<file path="src/rtl/cs3220_isa_pkg.sv">
`default_nettype none
// ============================================================================
// Module   : cs3220_isa_pkg
// Brief    : Opcodes, altops, execute FSM states and helpers for execute_stage
// Revision : 1.0 - initial release
// ============================================================================
package cs3220_isa_pkg;

    localparam logic [5:0] c_op_bubble = 6'd0;
    localparam logic [5:0] c_op_alur   = 6'd1;
    localparam logic [5:0] c_op_alui   = 6'd2;
    localparam logic [5:0] c_op_mul    = 6'd3;
    localparam logic [5:0] c_op_lw     = 6'd4;
    localparam logic [5:0] c_op_sw     = 6'd5;
    localparam logic [5:0] c_op_cmpr   = 6'd6;
    localparam logic [5:0] c_op_cmpi   = 6'd7;
    localparam logic [5:0] c_op_br     = 6'd8;
    localparam logic [5:0] c_op_jal    = 6'd9;

    localparam logic [7:0] c_alu_add  = 8'd0;
    localparam logic [7:0] c_alu_sub  = 8'd1;
    localparam logic [7:0] c_alu_and  = 8'd2;
    localparam logic [7:0] c_alu_or   = 8'd3;
    localparam logic [7:0] c_alu_xor  = 8'd4;
    localparam logic [7:0] c_alu_nand = 8'd5;
    localparam logic [7:0] c_alu_nor  = 8'd6;
    localparam logic [7:0] c_alu_xnor = 8'd7;

    localparam logic [7:0] c_cmp_eq = 8'd0;
    localparam logic [7:0] c_cmp_ne = 8'd1;
    localparam logic [7:0] c_cmp_lt = 8'd2;
    localparam logic [7:0] c_cmp_le = 8'd3;

    // Branch/JAL immediates are word offsets
    localparam int c_br_shift = 2;

    typedef enum logic [1:0] {
        EX_IDLE = 2'd0,
        EX_MUL  = 2'd1,
        EX_DONE = 2'd2
    } ex_state_t;

    function automatic logic [31:0] alu_eval(input logic [7:0] altop,
                                             input logic [31:0] a,
                                             input logic [31:0] b);
        logic [31:0] r;
        r = '0;
        case (altop)
            c_alu_add:  r = a + b;
            c_alu_sub:  r = a - b;
            c_alu_and:  r = a & b;
            c_alu_or:   r = a | b;
            c_alu_xor:  r = a ^ b;
            c_alu_nand: r = ~(a & b);
            c_alu_nor:  r = ~(a | b);
            c_alu_xnor: r = ~(a ^ b);
            default:    r = '0;
        endcase
        return r;
    endfunction

    function automatic logic cmp_eval(input logic [7:0] altop,
                                      input logic [31:0] a,
                                      input logic [31:0] b);
        logic r;
        r = 1'b0;
        case (altop)
            c_cmp_eq: r = (a == b);
            c_cmp_ne: r = (a != b);
            c_cmp_lt: r = ($signed(a) < $signed(b));
            c_cmp_le: r = ($signed(a) <= $signed(b));
            default:  r = 1'b0;
        endcase
        return r;
    endfunction

    function automatic logic writes_rd(input logic [5:0] op);
        return (op == c_op_alur) || (op == c_op_alui) || (op == c_op_mul) ||
               (op == c_op_cmpr) || (op == c_op_cmpi) || (op == c_op_lw)  ||
               (op == c_op_jal);
    endfunction

endpackage
`default_nettype wire

</file>
<file path="src/rtl/iter_multiplier.sv">
`default_nettype none
// ============================================================================
// Module   : iter_multiplier
// Brief    : Shift-add multiplier, one partial product per cycle, low 32 bits
// Revision : 1.0 - initial release
// ============================================================================
module iter_multiplier #(
    parameter int MUL_CYCLES = 32
) (
    input  logic        clk,
    input  logic        rst,
    input  logic        start,
    input  logic [31:0] multiplicand,
    input  logic [31:0] multiplier,
    output logic        busy,
    output logic        last,
    output logic        done,
    output logic [31:0] product
);

    localparam int                 c_cnt_w = $clog2(MUL_CYCLES);
    localparam logic [c_cnt_w-1:0] c_last  = c_cnt_w'(MUL_CYCLES - 1);

    logic [31:0]        r_mcand;
    logic [31:0]        r_mplier;
    logic [31:0]        r_acc;
    logic [c_cnt_w-1:0] r_count;
    logic               r_busy;
    logic               r_done;

    always_ff @(posedge clk or posedge rst) begin
        if (rst) begin
            r_mcand  <= '0;
            r_mplier <= '0;
            r_acc    <= '0;
            r_count  <= '0;
            r_busy   <= 1'b0;
            r_done   <= 1'b0;
        end else if (start) begin
            r_mcand  <= multiplicand;
            r_mplier <= multiplier;
            r_acc    <= '0;
            r_count  <= '0;
            r_busy   <= 1'b1;
            r_done   <= 1'b0;
        end else if (r_busy) begin
            if (r_mplier[0]) begin
                r_acc <= r_acc + r_mcand;
            end
            r_mcand  <= r_mcand << 1;
            r_mplier <= r_mplier >> 1;
            r_count  <= r_count + c_cnt_w'(1);
            if (r_count == c_last) begin
                r_busy <= 1'b0;
                r_done <= 1'b1;
            end
        end
    end

    assign busy    = r_busy;
    assign last    = r_busy && (r_count == c_last);
    assign done    = r_done;
    assign product = r_acc;

endmodule
`default_nettype wire

</file>
<file path="src/rtl/execute_stage.sv">
`default_nettype none
// ============================================================================
// Module   : execute_stage
// Brief    : ALU/compare/branch/JAL resolution, iterative multiply, forwarding
// Revision : 1.0 - initial release
// ============================================================================
module execute_stage
    import cs3220_isa_pkg::*;
#(
    parameter int          MUL_CYCLES = 32,
    parameter logic [31:0] RESET_PC   = 32'h0
) (
    input  logic        i_clk,
    input  logic        i_reset,
    input  logic [31:0] rr_pc,
    input  logic [31:0] rr_pc_inc,
    input  logic [5:0]  rr_op,
    input  logic [7:0]  rr_altop,
    input  logic [3:0]  rr_rd,
    input  logic [31:0] rr_rs_val,
    input  logic [31:0] rr_rt_val,
    input  logic [31:0] rr_imm32,
    input  logic        rr_next_is_cont,
    input  logic        mem_stall,
    output logic        exec_stall,
    output logic        exec_flush,
    output logic [31:0] exec_redirect_pc,
    output logic [31:0] ex_pc,
    output logic [5:0]  ex_op,
    output logic [3:0]  ex_rd,
    output logic        ex_wr_en,
    output logic [31:0] ex_result,
    output logic [31:0] ex_store_val,
    output logic [3:0]  fwd_a_addr,
    output logic [31:0] fwd_a_val
);

    ex_state_t   r_state;
    logic        w_mul_start;
    logic        w_mul_busy;
    logic        w_mul_last;
    logic        w_mul_done;
    logic [31:0] w_mul_product;

    logic [31:0] w_imm_sh;
    logic [31:0] w_br_target;
    logic [31:0] w_jal_target;
    logic [31:0] w_target;
    logic [31:0] w_next_pc;
    logic        w_taken;
    logic [31:0] w_result;

    assign w_mul_start = (r_state == EX_IDLE) && (rr_op == c_op_mul) && !mem_stall;

    iter_multiplier #(
        .MUL_CYCLES (MUL_CYCLES)
    ) u_mul (
        .clk          (i_clk),
        .rst          (i_reset),
        .start        (w_mul_start),
        .multiplicand (rr_rs_val),
        .multiplier   (rr_rt_val),
        .busy         (w_mul_busy),
        .last         (w_mul_last),
        .done         (w_mul_done),
        .product      (w_mul_product)
    );

    // In DONE the stall follows mem_stall alone so the product can retire
    assign exec_stall = mem_stall || w_mul_busy ||
                        ((r_state == EX_IDLE) && (rr_op == c_op_mul));

    assign w_imm_sh     = rr_imm32 << c_br_shift;
    assign w_br_target  = rr_pc_inc + w_imm_sh;
    assign w_jal_target = rr_rs_val + w_imm_sh;
    assign w_taken      = ((rr_op == c_op_br) && cmp_eval(rr_altop, rr_rs_val, rr_rt_val)) ||
                          (rr_op == c_op_jal);
    assign w_target     = (rr_op == c_op_jal) ? w_jal_target : w_br_target;
    assign w_next_pc    = w_taken ? w_target : rr_pc_inc;

    // Fetch's guess is only wrong if it didn't continue sequentially or the target moved
    assign exec_flush = (rr_op != c_op_bubble) && !exec_stall &&
                        (!rr_next_is_cont || (w_taken && (w_target != rr_pc_inc)));
    assign exec_redirect_pc = exec_flush ? w_next_pc : RESET_PC;

    always_comb begin
        w_result = '0;
        case (rr_op)
            c_op_alur:         w_result = alu_eval(rr_altop, rr_rs_val, rr_rt_val);
            c_op_alui:         w_result = alu_eval(rr_altop, rr_rs_val, rr_imm32);
            c_op_lw, c_op_sw:  w_result = rr_rs_val + rr_imm32;
            c_op_cmpr:         w_result = {31'd0, cmp_eval(rr_altop, rr_rs_val, rr_rt_val)};
            c_op_cmpi:         w_result = {31'd0, cmp_eval(rr_altop, rr_rs_val, rr_imm32)};
            c_op_br:           w_result = w_br_target;
            c_op_jal:          w_result = rr_pc_inc;
            default:           w_result = '0;
        endcase
    end

    always_ff @(posedge i_clk or posedge i_reset) begin
        if (i_reset) begin
            r_state      <= EX_IDLE;
            ex_pc        <= '0;
            ex_op        <= '0;
            ex_rd        <= '0;
            ex_wr_en     <= 1'b0;
            ex_result    <= '0;
            ex_store_val <= '0;
        end else begin
            case (r_state)
                EX_IDLE: begin
                    if (!mem_stall) begin
                        ex_pc        <= rr_pc;
                        ex_rd        <= rr_rd;
                        ex_store_val <= rr_rt_val;
                        if (rr_op == c_op_mul) begin
                            // Memory stage sees bubbles while the product is built
                            r_state   <= EX_MUL;
                            ex_op     <= c_op_bubble;
                            ex_wr_en  <= 1'b0;
                            ex_result <= '0;
                        end else begin
                            ex_op     <= rr_op;
                            ex_wr_en  <= writes_rd(rr_op);
                            ex_result <= w_result;
                        end
                    end
                end
                EX_MUL: begin
                    if (w_mul_last) begin
                        r_state <= EX_DONE;
                    end
                    if (!mem_stall) begin
                        ex_op     <= c_op_bubble;
                        ex_wr_en  <= 1'b0;
                        ex_result <= '0;
                    end
                end
                EX_DONE: begin
                    if (!mem_stall && w_mul_done) begin
                        r_state      <= EX_IDLE;
                        ex_pc        <= rr_pc;
                        ex_op        <= rr_op;
                        ex_rd        <= rr_rd;
                        ex_wr_en     <= 1'b1;
                        ex_result    <= w_mul_product;
                        ex_store_val <= rr_rt_val;
                    end
                end
                default: r_state <= EX_IDLE;
            endcase
        end
    end

    assign fwd_a_addr = ex_wr_en ? ex_rd : 4'd0;
    assign fwd_a_val  = ex_wr_en ? ex_result : 32'd0;

endmodule
`default_nettype wire

</file>
<file path="config.mk">
export PLATFORM = sky130hd
export DESIGN_NAME = execute_stage
export DESIGN_NICKNAME = d
export VERILOG_FILES = /design/src/rtl/cs3220_isa_pkg.sv /design/src/rtl/iter_multiplier.sv /design/src/rtl/execute_stage.sv
export SDC_FILE = /design/constraint.sdc
export NUM_CORES = 1
export LEC_CHECK = 0
export ABC_AREA = 1
export CAP_MARGIN = 5
export CORE_MARGIN = 2
export CORE_UTILIZATION = 40
export CTS_CLUSTER_DIAMETER = 100
export DETAILED_ROUTE_END_ITERATION = 7
export HOLD_SLACK_MARGIN = 0.06
export PLACE_DENSITY = 0.67
export SLEW_MARGIN = 20
export SYNTH_ARGS = -nofsm -noshare
export SYNTH_HDL_FRONTEND = slang
export SYNTH_SLANG_ARGS = --single-unit
</file>
<file path="constraint.sdc">
create_clock -name i_clk -period 8.3 [get_ports i_clk]
set_input_delay 0.83 -clock i_clk [delete_from_list [all_inputs] [get_ports i_clk]]
set_output_delay 0.83 -clock i_clk [all_outputs]
set_load 0.01 [all_outputs]
</file>
==> metrics <==
Seq/Total Area, Yosys=18.1%; first-pass GRT wire length=216000 µm; Clk pwr share=16.1%; TritonRoute pass-1 iters=8; Finished Cell Area=34400 µm²; Max Root-Sink Buffers=3; M3 GR Usage=6.06%; # H-tree levels=1; syn avg cell area=5.96 µm²; Critical Path AT=5.90 ns; Worst setup EP type=primary output; Fmax achieved=0.149 GHz; relative slew slack=25.6%; Switch Pwr=0.00304 W; Hold Fails Final Rpt=0; number of synthesized flops with an enable pin=0; final period utilization=81.1%; GRT busiest layer=met2; layout cells sized above 1=2.98%; synth cell count leaders=nand2_1, inv_1, nand3_1; worst vdd ir=0.452 mV; vias in the first global route=33100; Detail Route Antenna Nets=0; CTS clk-pin slew, worst paths=0.06 ns; final wirelength=149000 µm; Final setup viols=0; CORE AREA=72700 µm²; syn nets=5393; P_leak=17.5 nW; Synth Flop Type=dfrtp_1; top post-synthesis cells by area=dfrtp_1, nand2_1, ha_1, inv_1, nand3_1; async set or reset register ratio after synthesis=100%; Wirelength per Cell=24.2 µm; CP Max Fanout=36; Sw Share=46.2%; violated checks=DRC; crit path launch=rr_rs_val[15]; most common cell in the synthesized netlist=nand2_1; power per cell area=191 nW/µm²; Post-CTS Hold Buffers=0; RSZ-0062 raised after global routing=false; global route overflow=0; area leader, netlist=dfrtp_1; Cell Chain, Critical Path=clkdlybuf4s50_1 -> inv_1 -> ha_1 -> nor2_1 -> inv_1 -> nor2_1 -> inv_1 -> nor2_1 -> nand4_1 -> nor3_1 -> nand2_1 -> nand3_1 -> nand2_1 -> nand2_1 -> nand2_1 -> nand2_2 -> buf_4 -> o21ai_0 -> nor2_1 -> clkdlybuf4s50_1; CP Launch Type=input pin; CTS tree=done; final worst setup slack=1.57 ns; Tightest Pin Transition=1.11 ns; Worst Hold Class=reg2reg; worst slack at placement=1.81 ns; Post-Syn Area=29300 µm²; Final Skew=0.00998 ns; setup tns final=0 ns; Max-cap violations=0; Pwr Total=0.00659 W; Area growth syn-to-layout=17.7%; Starting DRT DRC Count=4089; number of gates resized after CTS=0; #FFs+latches synth=212; Crit-path slowest cell=clkdlybuf4s50_1; Pint=0.00355 W; postcts setup bufs=0; register share of total power=27.4%; status=finished with violations; met2 Use GR=59.3%; cell count after synthesis=4915; top cell type's share of synthesized area=18.1%; final hold slack=0.490 ns; clk_lat worst skew=0.54 ns; final layout net count=5631; WS Path Type=in2out; Synth warnings=0; Die Wd=275 µm; Netlist cell types=62; via count=35900; Total GRT Usage=38.1%; # DRC=4; Die Area=75400 µm²; Tmin final=6.73 ns; Buffers on Ports=358; Data required, critical path=7.47 ns; largest net degree at the start of global routing=84; Clock Root Buffer=clkbuf_16; Starting Density=40.3%; DP Wirelength=122000 µm; dpl cell area=33700 µm²; reg2reg start=u_mul.r_mcand[0]$_DFFE_PP0P_; initial antenna violation count=3; gp weighted congestion=1.05; clock tree sinks=212; Logic pwr share=56.6%; slowest stage delay, CP=0.80 ns; vias per cell=5.85; grt met1 use=50.8%; Die Span Y=275 µm; CTS buffer count=24; Max Slew Vio Count=0; io pins=359; Row Count=99; hold_sp=ex_op[3]$_DFFE_PP0P_
metrics by stage:
step                instances  utilization, %
floorplan                4915               -
global placement         6086            46.3
detailed placement       6086            46.3
CTS                      6128            47.4
global route             6129            47.4
finish                   6129            47.4
state kept, by name (all words and copies together) (netlist names):
name            cells
ex_store_val       32
u_mul.busy          1
u_mul.product      32
ex_result          32
u_mul.r_count       5
ex_rd               4
u_mul.r_mplier     32
ex_pc              32
ex_op               6
ex_wr_en            1
u_mul.r_mcand      32
u_mul.done          1
r_state             2
layout by cell type, fill, tap and decap left out, types with 6 or more instances in the layout:
cell,Yosys,final
nand2_1,1295,1292
inv_1,726,723
nand3_1,485,483
nor2_1,413,412
a21oi_1,385,384
clkdlybuf4s50_1,0,358
o21ai_0,344,344
ha_1,289,289
dfrtp_1,212,211
o22ai_1,70,70
nor3_1,62,62
o211ai_1,52,52
nand4_1,46,46
xor2_1,43,43
mux2_2,36,36
buf_4,1,36
o221ai_1,26,26
clkbuf_16,0,25
a211oi_1,24,24
o21bai_1,22,22
a221oi_1,21,21
a31oi_1,20,20
a2111oi_0,15,15
nor4_1,12,12
o2111ai_1,11,11
a21o_1,10,10
o21ai_1,9,9
nand3b_1,9,9
o21a_1,9,9
or2_2,10,9
inv_2,5,8
fa_1,7,7
xnor2_1,6,6
a22oi_1,6,6
power groups by stage:
stage,sequential [W],clock [W],combinational (W)
final,0.00180,0.00106,0.00373
after detailed placement,0.00181,0,0.00367
after global routing,0.00186,0.00112,0.00408
after global placement,0.00180,0,0.00366
after floorplan,0.00184,0,0.00201
after CTS,0.00180,0.00107,0.00369
final cells by class:
cell class	count	area [µm²]
Antenna cell	1	2.50
Clock buffer	34	699
Clock inverter	8	80.1
Fill cell	7736	38300
Inverter	737	2770
Multi-Input combinational cell	3784	20500
Sequential cell	212	5310
Tap cell	959	1200
Timing Repair Buffer	394	3850
worst max-delay path, delay by kind of cell:
| kind | cells | cell delay, ns |
|---|---|---|
| adders and majority gates | 1 | 0.46 |
| AOI/OAI and AO/OA | 1 | 0.21 |
| buffers and inverters | 6 | 2.19 |
| and+or+nand+nor | 12 | 2.20 |
path summary, 6_finish.rpt:
kind / cells past startpoint / slack, ns / to
worst max-delay path: 20 / 1.57 / exec_redirect_pc[18]
worst max register to register: 18 / 4.94 / u_mul.product[20]$_DFFE_PP0P_
worst min register to register: 2 / 0.49 / ex_op[3]$_DFFE_PP0P_
min in group asynchronous: 2 / 0.77 / ex_pc[16]$_DFFE_PP0P_
max in group asynchronous: 3 / 6.19 / ex_result[7]$_DFFE_PP0P_
worst min-delay path: 2 / 0.49 / ex_op[3]$_DFFE_PP0P_
per-layer routing:
layer  up-vias  part of all wire (%)
li1      16800                     -
met1     16900                    41
met2      1885                    43
met3       359                   9.5
met4         2                   6.0
met5         -                0.0047
cells by family after synthesis:
logic type | share of synthesized area [%]
xor+xnor | 1.47
simple gates | 33.6
mux | 1.42
fa+ha+maj | 12.8
flops | 18.1
buf+inv | 12.0
compound gates | 20.6
(Power assumes the default switching activity.)
